## config.mk

```make
export PLATFORM = sky130hd
export DESIGN_NAME = instr_mem_loader
export DESIGN_NICKNAME = d
export VERILOG_FILES = /design/src/rtl/loader_pkg.sv /design/src/rtl/byte_packer.sv /design/src/rtl/instr_mem_loader.sv
export SDC_FILE = /design/constraint.sdc
export NUM_CORES = 1
export LEC_CHECK = 0
export BUFFER_PORTS_ARGS = -buffer_cell sky130_fd_sc_hd__buf_2
export CELL_PAD_IN_SITES_DETAIL_PLACEMENT = 0
export CELL_PAD_IN_SITES_GLOBAL_PLACEMENT = 1
export CORE_ASPECT_RATIO = 1.25
export CORE_MARGIN = 4
export CORE_UTILIZATION = 36
export CTS_CLUSTER_DIAMETER = 150
export DETAILED_ROUTE_END_ITERATION = 10
export GPL_TIMING_DRIVEN = 0
export PLACE_DENSITY_LB_ADDON = 0.1
export SETUP_SLACK_MARGIN = 0.3
export SKIP_LAST_GASP = 1
export SLEW_MARGIN = 20
export SYNTH_ARGS = -nofsm -noshare
export SYNTH_HDL_FRONTEND = slang
export SYNTH_HIERARCHICAL = 1
export SYNTH_SLANG_ARGS = --single-unit
```

## constraint.sdc

```tcl
create_clock -name clk -period 1.6 [get_ports clk]
set_input_delay 0.16 -clock clk [delete_from_list [all_inputs] [get_ports clk]]
set_output_delay 0.16 -clock clk [all_outputs]
set_load 0.005 [all_outputs]
```

## src/rtl/loader_pkg.sv

```systemverilog
// Purpose: shared state encoding and word geometry for the instruction-memory loader.
// Latency: none; this file holds only type and constant definitions.
// Backpressure: not applicable.
package loader_pkg;

  localparam int BYTES_PER_WORD = 4;

  typedef enum logic [1:0] {
    IDLE  = 2'd0,
    RECV  = 2'd1,
    WRITE = 2'd2,
    DONE  = 2'd3
  } state_t;

endpackage

```

## src/rtl/byte_packer.sv

```systemverilog
// Purpose: packs incoming bytes little-endian into a 32-bit word with a 2-bit slot index.
// Latency: a byte loaded at edge k is visible in word_out from cycle k+1.
// Backpressure: none; the caller decides when to pulse load_en.
module byte_packer
  import loader_pkg::*;
(
  input  logic        clk,
  input  logic        rst_clk,
  input  logic        clear,
  input  logic        load_en,
  input  logic [7:0]  byte_in,
  output logic [31:0] word_out,
  output logic        last
);

  logic [1:0]  idx_q, idx_d;
  logic [31:0] word_q, word_d;

  // Insert the byte into the slot chosen by the index, then advance the index.
  always_comb begin
    idx_d  = idx_q;
    word_d = word_q;
    if (clear) begin
      idx_d  = 2'd0;
      word_d = 32'd0;
    end else if (load_en) begin
      case (idx_q)
        2'd0:    word_d[7:0]   = byte_in;
        2'd1:    word_d[15:8]  = byte_in;
        2'd2:    word_d[23:16] = byte_in;
        default: word_d[31:24] = byte_in;
      endcase
      // Wraps from 3 back to 0 so the next word starts at byte lane 0.
      idx_d = idx_q + 2'd1;
    end
  end

  // Index and word register; reset throws away any partially packed word.
  always_ff @(posedge clk) begin
    if (rst_clk) begin
      idx_q  <= 2'd0;
      word_q <= 32'd0;
    end else begin
      idx_q  <= idx_d;
      word_q <= word_d;
    end
  end

  assign word_out = word_q;
  assign last     = (idx_q == 2'(BYTES_PER_WORD - 1));

endmodule

```

## src/rtl/instr_mem_loader.sv

```systemverilog
// Purpose: streams bytes into 32-bit words and writes them to consecutive instruction-RAM addresses, stalling the CPU meanwhile.
// Latency: last byte of a word accepted at edge k gives mem_we in cycle k+1; at least 5 cycles per word.
// Backpressure: in_ready is high only while collecting bytes; a low in_valid simply waits, with no timeout.
module instr_mem_loader
  import loader_pkg::*;
#(
  parameter int                ADDR_W    = 8,
  parameter logic [ADDR_W-1:0] BASE_ADDR = '0
) (
  input  logic              clk,
  input  logic              rst_clk,
  input  logic              start,
  input  logic [ADDR_W:0]   len_words,
  input  logic              in_valid,
  input  logic [7:0]        in_byte,
  output logic              in_ready,
  output logic              mem_we,
  output logic [ADDR_W-1:0] mem_addr,
  output logic [31:0]       mem_wdata,
  output logic              cpu_stall,
  output logic              busy,
  output logic              done,
  output logic [ADDR_W:0]   word_cnt
);

  state_t              state_q, state_d;
  logic [ADDR_W:0]     len_q, len_d;
  logic [ADDR_W:0]     cnt_q, cnt_d;
  logic [ADDR_W-1:0]   addr_q, addr_d;

  logic                pk_clear;
  logic                pk_load;
  logic                pk_last;
  logic [31:0]         pk_word;

  byte_packer u_packer (
    .clk      (clk),
    .rst_clk  (rst_clk),
    .clear    (pk_clear),
    .load_en  (pk_load),
    .byte_in  (in_byte),
    .word_out (pk_word),
    .last     (pk_last)
  );

  // Next-state logic: capture length on start, collect bytes, write one word, repeat until the count is reached.
  always_comb begin
    state_d  = state_q;
    len_d    = len_q;
    cnt_d    = cnt_q;
    addr_d   = addr_q;
    pk_clear = 1'b0;
    pk_load  = 1'b0;
    case (state_q)
      IDLE: begin
        if (start) begin
          len_d    = len_words;
          cnt_d    = '0;
          pk_clear = 1'b1;
          // A zero-length request completes immediately without touching memory.
          state_d  = (len_words == '0) ? DONE : RECV;
        end
      end
      RECV: begin
        if (in_valid) begin
          pk_load = 1'b1;
          if (pk_last) begin
            // Register the target address now so mem_addr is a flop output during WRITE.
            addr_d  = BASE_ADDR + cnt_q[ADDR_W-1:0];
            state_d = WRITE;
          end
        end
      end
      WRITE: begin
        cnt_d   = cnt_q + (ADDR_W+1)'(1);
        state_d = (cnt_d == len_q) ? DONE : RECV;
      end
      DONE: begin
        state_d = IDLE;
      end
      default: begin
        state_d = IDLE;
      end
    endcase
  end

  // State, captured length, word counter and write address registers.
  always_ff @(posedge clk) begin
    if (rst_clk) begin
      state_q <= IDLE;
      len_q   <= '0;
      cnt_q   <= '0;
      addr_q  <= '0;
    end else begin
      state_q <= state_d;
      len_q   <= len_d;
      cnt_q   <= cnt_d;
      addr_q  <= addr_d;
    end
  end

  // All outputs come from state decode or registers; no input reaches an output combinationally.
  assign in_ready  = (state_q == RECV);
  assign mem_we    = (state_q == WRITE);
  assign done      = (state_q == DONE);
  assign busy      = (state_q != IDLE);
  assign cpu_stall = busy;
  assign mem_addr  = addr_q;
  assign mem_wdata = pk_word;
  assign word_cnt  = cnt_q;

endmodule

```

# Word level (Yosys, flattened, before mapping)
# Cells that the tools add are included.
classes:
  n_addsub: 2
  eq_ne: 10
  muxes: 12
  bitwise_logic: 1
  reduce_logical: 15
op_table:
  columns: ["op", "n"]
  rows:
  - ["$pmux 9 s2", 1]
  - ["$reduce_and 2->1", 6]
  - ["$mux 2", 5]
  - ["$add 9x1->9 const B", 1]
  - ["$eq 9x9->1", 1]
  - ["$logic_not 9->1", 1]
  - ["$mux 9", 1]
  - ["$eq 2x2->1 const B", 4]
  - ["$pmux 2 s4", 1]
  - ["$reduce_and 3->1", 2]
  - ["$eq 2x1->1 const B", 2]
  - ["$logic_not 2->1", 2]
  - ["$mux 1", 4]
  - ["$ne 2x2->1 const B", 2]
  - ["$reduce_bool 2->1", 2]
  - ["$reduce_or 3->1", 1]
  - ["$add 2x1->2 const B", 1]
  - ["$ne 2x1->1 const B", 1]
  - ["$reduce_or 2->1", 1]
  - ["$not 1->1", 1]
word_totals:
  regBits: 62
  output_inout_bits: 54

# Longest topological paths before layout
depth:
  depth_word: 4
  depth_mapped: 8
  ltp_nobuf: 6

# Modules after synthesis
# Netlist, hierarchy kept.
modules_own_cells:
  columns: ["module", "n_inst", "cells_each", "area_per_inst_um2", "seq_area_each_um2"]
  rows:
  - ["byte_packer", 1, 161, 1700.4, 680.7]
  - ["instr_mem_loader", 1, 196, 1480.2, 560.5]

# Worst setup path before layout
# No wires, ideal clock.
synth_path:
  kind: "register to register"
  from: "reg cnt_q[0], in the netlist word_cnt[0]"
  to: "reg state_q[1]"
  setup_ns: 0.126
  arrival_time_ns: 1.641
  path_slack_ns: -0.167
  path_stages_with_launch: 7
  path_buffers: 0
  path_cell_list: "dfxtp_1 -> ha_1 -> and3_1 -> nand3_1 -> a221o_1 -> a21oi_1 -> o31ai_2"
synth_via:
  elab_chain_cells: 4
synth_lines:
  columns: ["item", "line", "rtl"]
  rows:
  - ["start, declared", "instr_mem_loader.sv:28", "logic [ADDR_W:0] cnt_q, cnt_d;"]
  - ["start signal, assigned", "instr_mem_loader.sv:97", "cnt_q <= cnt_d;"]
  - ["$add 9x1->9", "instr_mem_loader.sv:75", "cnt_d = cnt_q + (ADDR_W+1)'(1);"]
  - ["$eq 9x9->1", "instr_mem_loader.sv:76", "state_d = (cnt_d == len_q) ? DONE : RECV;"]
  - ["$mux 2", "instr_mem_loader.sv:76", null]
  - ["$pmux 2 s4", "instr_mem_loader.sv:54", "case (state_q)"]
  - ["end signal, assigned", "instr_mem_loader.sv:95", "state_q <= state_d;"]
  - ["end, declared", "instr_mem_loader.sv:26", "state_t state_q, state_d;"]
# No other way between the ends.
# A chain may end at the register's enable or synchronous reset.

# Final worst setup path
# Ends and elaborated chain as after synthesis.

==> flow_summary.json <==
{
  "status": "finished, final reports clean",
  "worstPathRequired_ps": 1850,
  "antenna_found_initial": 0,
  "ys_seq_area_frac": 0.390,
  "synthArstFlopShare": 0,
  "finalHoldViolCount": 0,
  "drv_slew": 0,
  "antenna_cells": 0,
  "drtIter0Drc": 55,
  "leakagePower_nw": 1.69,
  "hold_path_depth": 3,
  "holdWs_ps": 73.1,
  "wl_per_cell_um": 15.7,
  "finalPower_mw": 3.25,
  "netlist_area_mm2": 0.00318,
  "area_growth_syn_to_layout_pct": 29.9,
  "synth_edf_count": 0,
  "r2r_cells": 6,
  "synth_area_leaders": "dfxtp_1 39%, a21oi_2 7.7%, nand3_1 6.5%",
  "startpoint_type": "register",
  "grt_usage": 0.184,
  "worst_pin_slew_ps": 609,
  "num-nets-final": 485,
  "grt_max_degree": 11,
  "vias": 2861,
  "insertion_delay_ps": 350,
  "path_cells": "ha_4 > xor2_1 > a211oi_2 > o2111ai_1 > a221o_1 > o31ai_2",
  "powerDensity_mw_per_mm2": 787,
  "ir_drop_uv": 329,
  "ys_types": 43,
  "worst_setup_path_end_kind": "register",
  "final.min_clock_period_ps": 1570,
  "min_path_type": "in2reg",
  "clockBufferDepth": 2,
  "max_freq_ghz": 0.636,
  "slew_headroom": 0.594,
  "final_cells": 583,
  "synth-seq-cells": 62,
  "path_class": "reg2reg",
  "place_hpwl_um": 6630,
  "holdBufCountCts": 0,
  "fill_cells": 921,
  "synth.top_cell.area_share": 0.390,
  "cts_tree": "built",
  "path_clk_slew_ps": 70,
  "rrSetupSlack_ps": 30,
  "start_util": 0.368,
  "timing.critical_path.slowest_stage_cell": "dfxtp_4",
  "core_mm2": 0.00865,
  "grt-ovfl-total": 0,
  "antenna_left": 0,
  "design_area_mm2": 0.00413,
  "cap_viol_max_count": 0,
  "cts_htree_levels": 3,
  "route.detailed.drc": 0,
  "r2r-end": "state_q[1]$_SDFFE_PP0P_",
  "arrival_ps": 1830,
  "placedCellCount": 551,
  "setup_ws_ps": 26.8,
  "drtPass1Iterations": 4,
  "routed_wl_um": 9150,
  "grt_pass1_vias": 2911,
  "cts_made_buffers": 9,
  "yosysTopAreaCell": "dfxtp_1",
  "fp-row-count": 38,
  "dieHeight_um": 113,
  "critical_path.max_fanout": 3,
  "drive_above_1_share": 0.443,
  "chipWidth_um": 92.1,
  "routed_via_density": 4.91,
  "port_buffers": 74,
  "synth-main-ff-cell": "dfxtp_1",
  "ios": 75,
  "gp_congestion": 0.829,
  "hold_start": "len_words[5]",
  "post_dp_cell_area_mm2": 0.00374,
  "finalCritPeriodShare": 0.983,
  "syn_nets": 384,
  "setup_viol": 0,
  "syn_area_per_cell_um2": 8.91,
  "critPathMaxStageDelay_ps": 370,
  "clock_sinks": 62,
  "synthCells": 357,
  "finClkSkew_ps": 9.08,
  "timing.rr.start": "word_cnt[0]$_SDFFE_PP0P_",
  "root_buffer": "clkbuf_8",
  "ys_warn_count": 6,
  "pre_cts_ws_ps": -214,
  "rsz0062_at_grt": "yes",
  "grt_pass1_wl_um": 14900,
  "floorplan.die_area_mm2": 0.0104,
  "hold_end": "len_q[5]$_SDFFE_PP0P_"
}
## final cells by class
cell class	count	area [µm²]	area share
Multi-Input combinational cell	254	1760	0.427
Tap cell	120	150	0.0364
Clock buffer	15	166	0.0403
Buffer	33	259	0.0627
Sequential cell	62	1260	0.306
Clock inverter	1	5.00	0.00121
Inverter	8	32.5	0.00788
Timing Repair Buffer	90	490	0.119
## worst max path at each step
stage,from,endpoint,slack (ps),cells past startpoint
6_report,word_cnt[0]$_SDFFE_PP0P_,state_q[1]$_SDFFE_PP0P_,30,6
2_1_floorplan,word_cnt[1]$_SDFFE_PP0P_,state_q[1]$_SDFFE_PP0P_,130,6
4_1_cts,word_cnt[0]$_SDFFE_PP0P_,state_q[1]$_SDFFE_PP0P_,10,6
3_5_place_dp,state_q[0]$_SDFFE_PP0P_,word_cnt[5]$_SDFFE_PP0P_,-210,5
5_1_grt,word_cnt[0]$_SDFFE_PP0P_,state_q[1]$_SDFFE_PP0P_,-70,6
3_3_place_gp,state_q[0]$_SDFFE_PP0P_,word_cnt[5]$_SDFFE_PP0P_,-220,5
## critical path: cells and delay by family (launching register included)
kind	cells	cell delay, ps
AO/OA/AOI/OAI	4	740
XOR/XNOR	1	140
adder cells (fa/ha/maj)	1	240
flip-flops	1	370
## report_power, final
group,switching [mW],internal (mW),total (mW)
sequential,0.0314,1.57,1.60
clock,0.598,0.648,1.25
combinational,0.241,0.166,0.406
total,0.869,2.38,3.25
## layer usage
| metal | GRT usage | vias to the layer above | routed length, µm |
|---|---|---|---|
| met2 | 0.342 | 57 | 4880 |
| met5 | 0 | - | 0 |
| met4 | 0.0922 | 0 | 242 |
| li1 | - | 1444 | - |
| met3 | 0.0339 | 17 | 342 |
| met1 | 0.197 | 1343 | 3690 |
## metrics by stage
step            util  setup TNS, ps
2_1_floorplan      -              0
3_3_place_gp   0.432          -1660
3_5_place_dp   0.432          -1650
4_1_cts        0.471              0
5_1_grt        0.477          -1080
6_report       0.477              0
## cells by family after synthesis
family,count (synthesis),synth area share
simple gates,124,0.193
compound gates,113,0.275
flops,62,0.390
buf+inv,41,0.0869
xor+xnor,9,0.0248
fa+ha+maj,6,0.0236
mux,2,0.00669
## cells in the mapped netlist, types with 2 or more instances
cell type / count
dfxtp_1: 62
nand2_1: 43
nand3_1: 41
a21oi_1: 33
a21oi_2: 28
a21bo_1: 20
a21bo_2: 12
buf_6: 12
nor2_1: 12
buf_2: 8
inv_1: 8
o21ai_0: 8
buf_4: 6
clkbuf_1: 6
ha_1: 6
xnor2_1: 5
a31oi_1: 4
and2_1: 4
nand2b_1: 4
xor2_1: 4
nor4_1: 3
or3_1: 3
a221o_1: 2
and3_1: 2
nand3b_1: 2
nor2b_1: 2
## cells in the final DEF, fill, tap and decap left out, types with 11 or more instances in the layout
| cell type | n |
|---|---|
| nand3_1 | 38 |
| buf_4 | 19 |
| nand2_1 | 43 |
| buf_6 | 13 |
| dfxtp_1 | 53 |
| a21oi_1 | 30 |
| a21bo_1 | 20 |
| buf_2 | 83 |
| a21bo_2 | 12 |
| clkbuf_8 | 11 |
| a21oi_2 | 31 |
## sequential cells by signal, summed over array words and instances (netlist names)
| register | flops |
|---|---|
| u_packer/word_out | 32 |
| len_q | 9 |
| word_cnt | 9 |
| mem_addr | 8 |
| state_q | 2 |
| u_packer/idx_q | 2 |
## repair_timing
item | 4_1_cts | 5_1_grt
pin swaps | 2 | 2
setup buffers | 13 | 2
endpoints found under the setup margin | 65 | 56
gates cloned | 1 | 0
gates resized for setup | 24 | 10
No activity file was read; power rests on OpenSTA's default activity.
